### src/rtl/attack_column_selector.sv
// Attack column selector: steps a column index with NEXT/PREV, confirms it to game
// control over a VALID/ACK handshake and shows the column letter on a 7-segment digit.
module attack_column_selector #(
    parameter int NUM_COLS = 5,
    parameter int COL_W    = 3,
    parameter int BLINK_W  = 22
) (
    input  logic                CLK,
    input  logic                RST,
    input  logic                ENABLE,
    input  logic                BTN_NEXT,
    input  logic                BTN_PREV,
    input  logic                BTN_CONFIRM,
    input  logic [NUM_COLS-1:0] USED_MASK,
    input  logic                ACK,
    output logic [COL_W-1:0]    COL,
    output logic                COL_VALID,
    output logic                REJECT,
    output logic                SEGA,
    output logic                SEGB,
    output logic                SEGC,
    output logic                SEGD,
    output logic                SEGE,
    output logic                SEGF,
    output logic                SEGG
);

    typedef enum logic [1:0] {IDLE, SELECT, WAIT_ACK} state_t;

    localparam int BN = 0;
    localparam int BP = 1;
    localparam int BC = 2;

    state_t             state;
    logic [2:0]         btn_raw;
    logic [2:0]         sync1;
    logic [2:0]         sync2;
    logic [2:0]         prev;
    logic [2:0]         armed;
    logic [2:0]         btn_edge;
    logic [1:0]         settle_cnt;
    logic               settled;
    logic [BLINK_W-1:0] blink_cnt;
    logic               used_cur;
    logic [6:0]         lit;

    assign btn_raw = {BTN_CONFIRM, BTN_PREV, BTN_NEXT};
    assign settled = (settle_cnt == 2'd2);

    // A button only arms once the synchronizer has been refilled after reset and
    // has seen it low, so a button held across reset release never fires.
    always_ff @(posedge CLK or posedge RST) begin
        if (RST) begin
            sync1      <= '0;
            sync2      <= '0;
            prev       <= '0;
            armed      <= '0;
            settle_cnt <= '0;
        end else begin
            sync1 <= btn_raw;
            sync2 <= sync1;
            prev  <= sync2;
            if (!settled)
                settle_cnt <= settle_cnt + 2'd1;
            else
                armed <= armed | ~sync2;
        end
    end

    assign btn_edge = sync2 & ~prev & armed;

    always_comb begin
        used_cur = 1'b0;
        for (int i = 0; i < NUM_COLS; i++)
            if (int'(COL) == i)
                used_cur = USED_MASK[i];
    end

    always_ff @(posedge CLK or posedge RST) begin
        if (RST) begin
            state     <= IDLE;
            COL       <= '0;
            COL_VALID <= 1'b0;
            REJECT    <= 1'b0;
            blink_cnt <= '0;
        end else begin
            REJECT <= 1'b0;
            case (state)
                IDLE: begin
                    if (ENABLE)
                        state <= SELECT;
                end
                SELECT: begin
                    if (!ENABLE) begin
                        state <= IDLE;
                    end else if (btn_edge[BC]) begin
                        if (used_cur) begin
                            REJECT <= 1'b1;
                        end else begin
                            state     <= WAIT_ACK;
                            COL_VALID <= 1'b1;
                            blink_cnt <= '0;
                        end
                    end else if (btn_edge[BN] && !btn_edge[BP]) begin
                        if (COL == COL_W'(NUM_COLS - 1))
                            COL <= '0;
                        else
                            COL <= COL + 1'b1;
                    end else if (btn_edge[BP] && !btn_edge[BN]) begin
                        if (COL == '0)
                            COL <= COL_W'(NUM_COLS - 1);
                        else
                            COL <= COL - 1'b1;
                    end
                end
                WAIT_ACK: begin
                    if (!ENABLE || ACK) begin
                        state     <= IDLE;
                        COL_VALID <= 1'b0;
                    end else begin
                        blink_cnt <= blink_cnt + 1'b1;
                    end
                end
                default: begin
                    state     <= IDLE;
                    COL_VALID <= 1'b0;
                end
            endcase
        end
    end

    // lit = {a,b,c,d,e,f,g}, 1 = segment on
    always_comb begin
        lit = 7'b0000000;
        if (state == SELECT || (state == WAIT_ACK && !blink_cnt[BLINK_W-1])) begin
            if (int'(COL) < NUM_COLS) begin
                case (int'(COL))
                    0:       lit = 7'b1110111;
                    1:       lit = 7'b0011111;
                    2:       lit = 7'b1001110;
                    3:       lit = 7'b0111101;
                    4:       lit = 7'b1001111;
                    5:       lit = 7'b1000111;
                    6:       lit = 7'b1011110;
                    7:       lit = 7'b0110111;
                    default: lit = 7'b0000000;
                endcase
            end
        end
    end

    assign {SEGA, SEGB, SEGC, SEGD, SEGE, SEGF, SEGG} = ~lit;

endmodule

### config.mk
export PLATFORM = sky130hd
export DESIGN_NAME = attack_column_selector
export DESIGN_NICKNAME = d
export VERILOG_FILES = /design/src/rtl/attack_column_selector.sv
export SDC_FILE = /design/constraint.sdc
export NUM_CORES = 1
export LEC_CHECK = 0
export BUFFER_PORTS_ARGS = -buffer_cell sky130_fd_sc_hd__buf_4
export CAP_MARGIN = 20
export CORE_ASPECT_RATIO = 1.5
export CORE_MARGIN = 8
export CORE_UTILIZATION = 60
export CTS_CLUSTER_DIAMETER = 200
export DETAILED_ROUTE_END_ITERATION = 12
export PLACE_DENSITY = 0.81
export SLEW_MARGIN = 30
export SYNTH_ARGS = -nofsm -noshare
export SYNTH_HDL_FRONTEND = slang
export SYNTH_SLANG_ARGS = --single-unit
### constraint.sdc
create_clock -name CLK -period 5.9 [get_ports CLK]
set_input_delay 0.295 -clock CLK [delete_from_list [all_inputs] [get_ports CLK]]
set_output_delay 0.295 -clock CLK [all_outputs]
set_load 0.02 [all_outputs]
==> impl_metrics.toml, run 1 <==
[synthesis]
ys_seq_elements = 43
netlist_top_cells_area = "dfrtp_1, ha_1, o21ai_0, a21oi_1, nand2_1"
synthCells = 243
synth_cell_types = 56
synthFlopType = "dfrtp_1"
yosysSeqAreaShare_pct = 44.6
yosys_warnings = 0
yosysMostFrequentCell = "dfrtp_1"
synth_commonest_cells = "dfrtp_1, nand2_1, o21ai_0"
async_flop_share_pct = 100
syn_nets = 265
synth_top_area_share_pct = 44.6
synth_edf_count = 0
synth_area_um2 = 2410
yosys.area.top_type = "dfrtp_1"
synth_area_per_cell_um2 = 9.94

[die]
start_util_pct = 61.5
die_height_um = 93.7
ioPinCount = 24
dieArea_um2 = 6350
core_area_um2 = 3920
rows = 28
chipWidth_um = 67.8

[drt]
postRouteAntennaNets = 0
dr.pass1.iters = 4
num_vias = 1897
finalWirelength_um = 4980
drc_errors = 0
route.detailed.wl_per_inst_um = 16.0
via_per_inst = 6.10
drtIter0Drc = 119

[place]
hpwl_um = 3630
place_congestion = 0.904
place_area_um2 = 2590
port_buffers = 23

[sta]
skew_ns = 0.00675
tns_ns = 0
setup_viol = 0
tightest_slew_ns = 0.677
fmax_ghz = 0.368
fin_crit_sh_pct = 46.0
drv_slew = 0
hold_slack_ns = 0.0902
min_period_ns = 2.71
worst_slew_margin_rel_pct = 54.9
hold_viol = 0
grt_setup_unrepaired = "no"

[job]
cap_viol_max_count = 0

[clocking]
cts_tree = "built"
cts_buffers = 5
clock-sinks = 43
clk_latency_ns = 0.31
cts_resized = 0
clock_path_buffers = 2
cts_hold_buf = 0
path_clk_slew_ns = 0.09
h-tree-depth = 2
cts-root-buf = "clkbuf_8"
postCtsSetupRepairBufs = 0

[outcome]
status = "complete, no violations"

[global_routing]
grt_max_degree = 44
grt-ovfl-total = 0
antenna_found_initial = 0
grt_pass1_wl_um = 8480
grt_pass1_vias = 1916
grt_use_total_pct = 17.4

[finish]
regArea_um2 = 1080
syn_to_final_growth_pct = 11.0
fin_nets = 287
num-fill-cells = 307
multiInputGateArea_um2 = 1230
diodes = 0
drive_above_1_share_pct = 18.0
finish.instance_area_um2 = 2680

[pwr]
p_leak_nw = 1.17
power.density_nw_per_um2 = 332
power_frac_seq_pct = 40.9
clkPwrFrac_pct = 21.8
combPwrFrac_pct = 37.4
p_total_mw = 0.889
p_sw_mw = 0.350
intPower_mw = 0.539
max-vdd-ir-drop_uv = 252
swShare_pct = 39.4

[min_path]
holdPathStages = 1
hp-class = "in -> reg"

[setup_path]
cp-end-kind = "register"
reg2reg_depth = 7
arrival_ns = 2.95
start_kind = "register"
worst-setup-path-type = "reg -> reg"
worstPathCellList = "inv_1 > ha_1 > nand3b_4 > a2111oi_4 > o22ai_2 > or4_1 > o21ai_1"
crit_cells = 7
required_ns = 6.13
timing.reg2reg.setup_slack_ns = 3.19
cp_slowest_cell = "or4_1"
slowest_delay_ns = 0.56
crit_family = "compound AO/OA/AOI/OAI gates"
worst-path-buf-inv = 1
cp_max_fo = 16
[flip-flops by register name (all words and copies together) (netlist names)]
signal,cells
REJECT,1
COL_VALID,1
state,2
armed,3
sync1,3
blink_cnt,22
prev,3
COL,3
settle_cnt,2
sync2,3
[cell families after synthesis]
logic type,synth area share (%)
adders and majority gates,5.18
AOI/OAI and AO/OA,21.8
DFF,44.6
buffers and inverters,4.46
xor gates and xnor gates,0.726
and+or+nand+nor,21.5
muxes,1.76
[final timing paths]
| check | startpoint | end |
|---|---|---|
| setup / recovery | COL[0]$_DFFE_PP0P_ | blink_cnt[14]$_DFFE_PP0P_ |
| hold / removal | BTN_NEXT | sync1[0]$_DFF_PP0_ |
| setup reg to reg | COL[0]$_DFFE_PP0P_ | blink_cnt[14]$_DFFE_PP0P_ |
| hold reg to reg | sync1[1]$_DFF_PP0_ | sync2[1]$_DFF_PP0_ |
| max in group asynchronous | RST | blink_cnt[21]$_DFFE_PP0P_ |
| min in group asynchronous | RST | sync1[0]$_DFF_PP0_ |
[through the flow]
step / utilization [%] / setup WS, ns / instances
6_report: 68.3 / 3.19 / 311
5_1_grt: 68.3 / 3.02 / 311
4_1_cts: 68.3 / 3.18 / 311
3_5_place_dp: 66.0 / 3.19 / 303
3_3_place_gp: 66.0 / 3.35 / 303
2_1_floorplan: - / 3.37 / 243
[power by group through the flow]
stage	clock network [mW]	logic, mW	registers [mW]
detailed placement	0	0.333	0.369
CTS	0.197	0.333	0.363
global route	0.210	0.365	0.371
floorplan	0	0.236	0.372
global placement	0	0.330	0.367
finish	0.194	0.332	0.363
[layer usage]
metal | up-vias | wire length [um] | track usage (%)
met5 | - | 0 | 0
met4 | 0 | 139 | 8.75
met3 | 11 | 248 | 3.82
met2 | 45 | 2520 | 30.3
met1 | 906 | 2070 | 19.0
li1 | 935 | - | -
[cells in the final DEF, fill, tap and decap left out, types with 2 or more instances in the layout]
cell type / instances
a21o_1: 5
a21oi_1: 19
a22o_1: 3
a41oi_1: 2
and2_1: 2
and3_2: 2
and4_1: 2
buf_4: 24
clkbuf_8: 5
clkinvlp_4: 2
dfrtp_1: 43
ha_1: 10
inv_1: 11
mux2_2: 2
mux2i_1: 2
nand2_1: 23
nand2b_1: 2
nand3_1: 10
nand3b_1: 2
nand4_1: 4
nor2_1: 11
nor3_1: 2
o21a_1: 2
o21ai_0: 20
o21ai_1: 2
o2bb2ai_1: 2
o31ai_1: 8
or3_1: 7
or4_1: 9
xnor2_1: 2
[layout make-up]
cell class	count	share of cell area [%]
inverters	12	1.68
multi-input cells	179	45.9
flip-flops and latches	43	40.1
repair buffers	24	6.72
clock inverters	3	0.887
clock buffers	5	2.57
well taps	45	2.10
Power figures use the tool's default switching activity.
==> run 2, diff against run 1 <==
- ABC_AREA: not set -> 1
- CORE_UTILIZATION: 60 -> 59
- PLACE_DENSITY: 0.81 -> 0.79
- clock period: 5.9 -> 2.8 ns (I/O delays scaled with it)
==> impl_metrics.toml, run 2 <==
[synthesis]
synthCells = 363
yosys.area.top_type = "dfrtp_1"
netlist_top_cells_area = "dfrtp_1, nand2_1, nor2_1, nand3_1, ha_1"
synth_cell_types = 33
syn_nets = 385
synth_area_um2 = 2690
ys_seq_elements = 43
yosysMostFrequentCell = "nand2_1"
synth_area_per_cell_um2 = 7.41
async_flop_share_pct = 100
synth_top_area_share_pct = 40.0
synthFlopType = "dfrtp_1"
yosysSeqAreaShare_pct = 40.0
yosys_warnings = 0
synth_edf_count = 0
synth_commonest_cells = "nand2_1, nor2_1, dfrtp_1"

[place]
port_buffers = 23
dp_slack_ns = 0.830
place_congestion = 0.852
hpwl_um = 4170

[sta]
hold_viol = 0
skew_ns = 0.00756
fin_crit_sh_pct = 80.6
drv_slew = 0
tns_ns = 0
setup_viol = 0
grt_setup_unrepaired = "no"
min_period_ns = 2.26
fmax_ghz = 0.443
fin_ws_ns = 0.542
worst_slew_margin_rel_pct = 52.8
hold_slack_ns = 0.124
tightest_slew_ns = 0.707

[setup_path]
cp-end-kind = "primary output"
crit_family = "buffers and inverters"
cp_max_fo = 23
required_ns = 2.66
cp_slowest_cell = "dfrtp_1"
worst-setup-path-type = "reg -> out"
path_common_cell = "inv_2"
crit_start = "state[1]$_DFFE_PP0P_"
worst-path-buf-inv = 4
worstPathCellList = "inv_2 > nor2_1 > inv_1 > o21ai_1 > nand2_1 > inv_2 > o211ai_1 > buf_4"
slowest_delay_ns = 0.43
rr_startpoint = "COL[0]$_DFFE_PP0P_"
start_kind = "register"
arrival_ns = 2.12

[pwr]
max-vdd-ir-drop_uv = 372
p_total_mw = 2.27
power.density_nw_per_um2 = 757
p_leak_nw = 1.39

[clocking]
h-tree-depth = 2
cts_tree = "built"
clk_latency_ns = 0.30
path_clk_slew_ns = 0.08
clock_path_buffers = 2
postCtsSetupRepairBufs = 0
cts_buffers = 5
cts-root-buf = "clkbuf_8"
clock-sinks = 43
cts_resized = 0
cts_hold_buf = 4

[die]
die_height_um = 98.7
ioPinCount = 24
core_area_um2 = 4470
rows = 30
dieArea_um2 = 7020
start_util_pct = 60.2
chipWidth_um = 71.1

[drt]
via_per_inst = 5.29
drc_errors = 0
num_vias = 2317
dr.pass1.iters = 4
drtIter0Drc = 81
finalWirelength_um = 5560
route.detailed.wl_per_inst_um = 12.7
postRouteAntennaNets = 0

[finish]
syn_to_final_growth_pct = 11.4
largest_reg_flops = 22
drive_above_1_share_pct = 14.6
fin_nets = 411
final_cell_mix = "nand2_1, nor2_1, dfrtp_1"
fin_util_pct = 67.1
top_register = "blink_cnt"
layout_commonest_cell = "nand2_1"
diodes = 0

[min_path]
hp-class = "in -> reg"
holdCritStartpoint = "ENABLE"

[global_routing]
grt_pass1_vias = 2378
grt_use_total_pct = 17.4
grt-ovfl-total = 0
grt_pass1_wl_um = 9990
grt_max_degree = 25
antenna_found_initial = 0

[outcome]
status = "complete, no violations"

[job]
cap_viol_max_count = 0
==> run 2: cell count changes after synthesis, moves of 8 or more <==
cell	delta
nor2_1	+46
or4_1	-9
o21ai_0	-10
o31ai_1	-8
nand3_1	+24
inv_1	+14
nand2_1	+100
a21oi_1	-15
==> run 2: final timing paths <==
check	end	slack [ns]	depth (start not counted)
hold / removal	state[0]$_DFFE_PP0P_	0.12	3
setup / recovery	SEGB	0.54	8
min in group asynchronous	sync2[2]$_DFF_PP0_	0.42	3
setup reg to reg	blink_cnt[8]$_DFFE_PP0P_	0.82	8
hold reg to reg	sync2[2]$_DFF_PP0_	0.35	0
max in group asynchronous	blink_cnt[9]$_DFFE_PP0P_	1.72	4
==> run 2: cell families after synthesis <==
group	after synthesis	share of synthesized area, %
AOI/OAI and AO/OA	22	4.84
and+or+nand+nor	237	38.8
DFF	43	40.0
buffers and inverters	39	7.82
adders and majority gates	10	4.65
xor gates and xnor gates	12	3.91
==> run 2: layout make-up <==
cell class              count  area (um^2)
clock inverters             3         47.5
well taps                  48         60.1
fillers                   404         1470
inverters                  30          120
clock buffers               5         68.8
multi-input cells         281         1400
flip-flops and latches     43         1080
repair buffers             28          220
==> run 2: worst reg2reg max path, stage by stage (launching register included) <==
cell,delay (ns)
dfrtp_1,0.46
inv_1,0.21
ha_1,0.22
nand2_1,0.13
or2_4,0.29
nand3_2,0.10
nand3_4,0.23
nand2_1,0.16
nand2_1,0.07
==> run 2: through the flow <==
| step | instances | cell area, um^2 |
|---|---|---|
| 6_report | 438 | 3000 |
| 5_1_grt | 438 | 3000 |
| 4_1_cts | 438 | 3000 |
| 3_5_place_dp | 426 | 2840 |
| 3_3_place_gp | 426 | 2840 |
| 2_1_floorplan | 363 | 2690 |
==> run 2: layer usage <==
metal | vias up | track usage [%] | part of all wire [%] | wire, um
met4 | 0 | 9.82 | 3.5 | 193
met1 | 1069 | 17.0 | 39 | 2190
met2 | 43 | 32.5 | 53 | 2950
met3 | 15 | 3.46 | 4.1 | 230
li1 | 1190 | - | - | -
met5 | - | 0 | 0 | 0
==> run 2: report_power, final <==
group | internal (mW) | switching [mW] | total, mW
sequential | 0.672 | 0.0797 | 0.752
clock | 0.270 | 0.227 | 0.497
combinational | 0.349 | 0.670 | 1.02
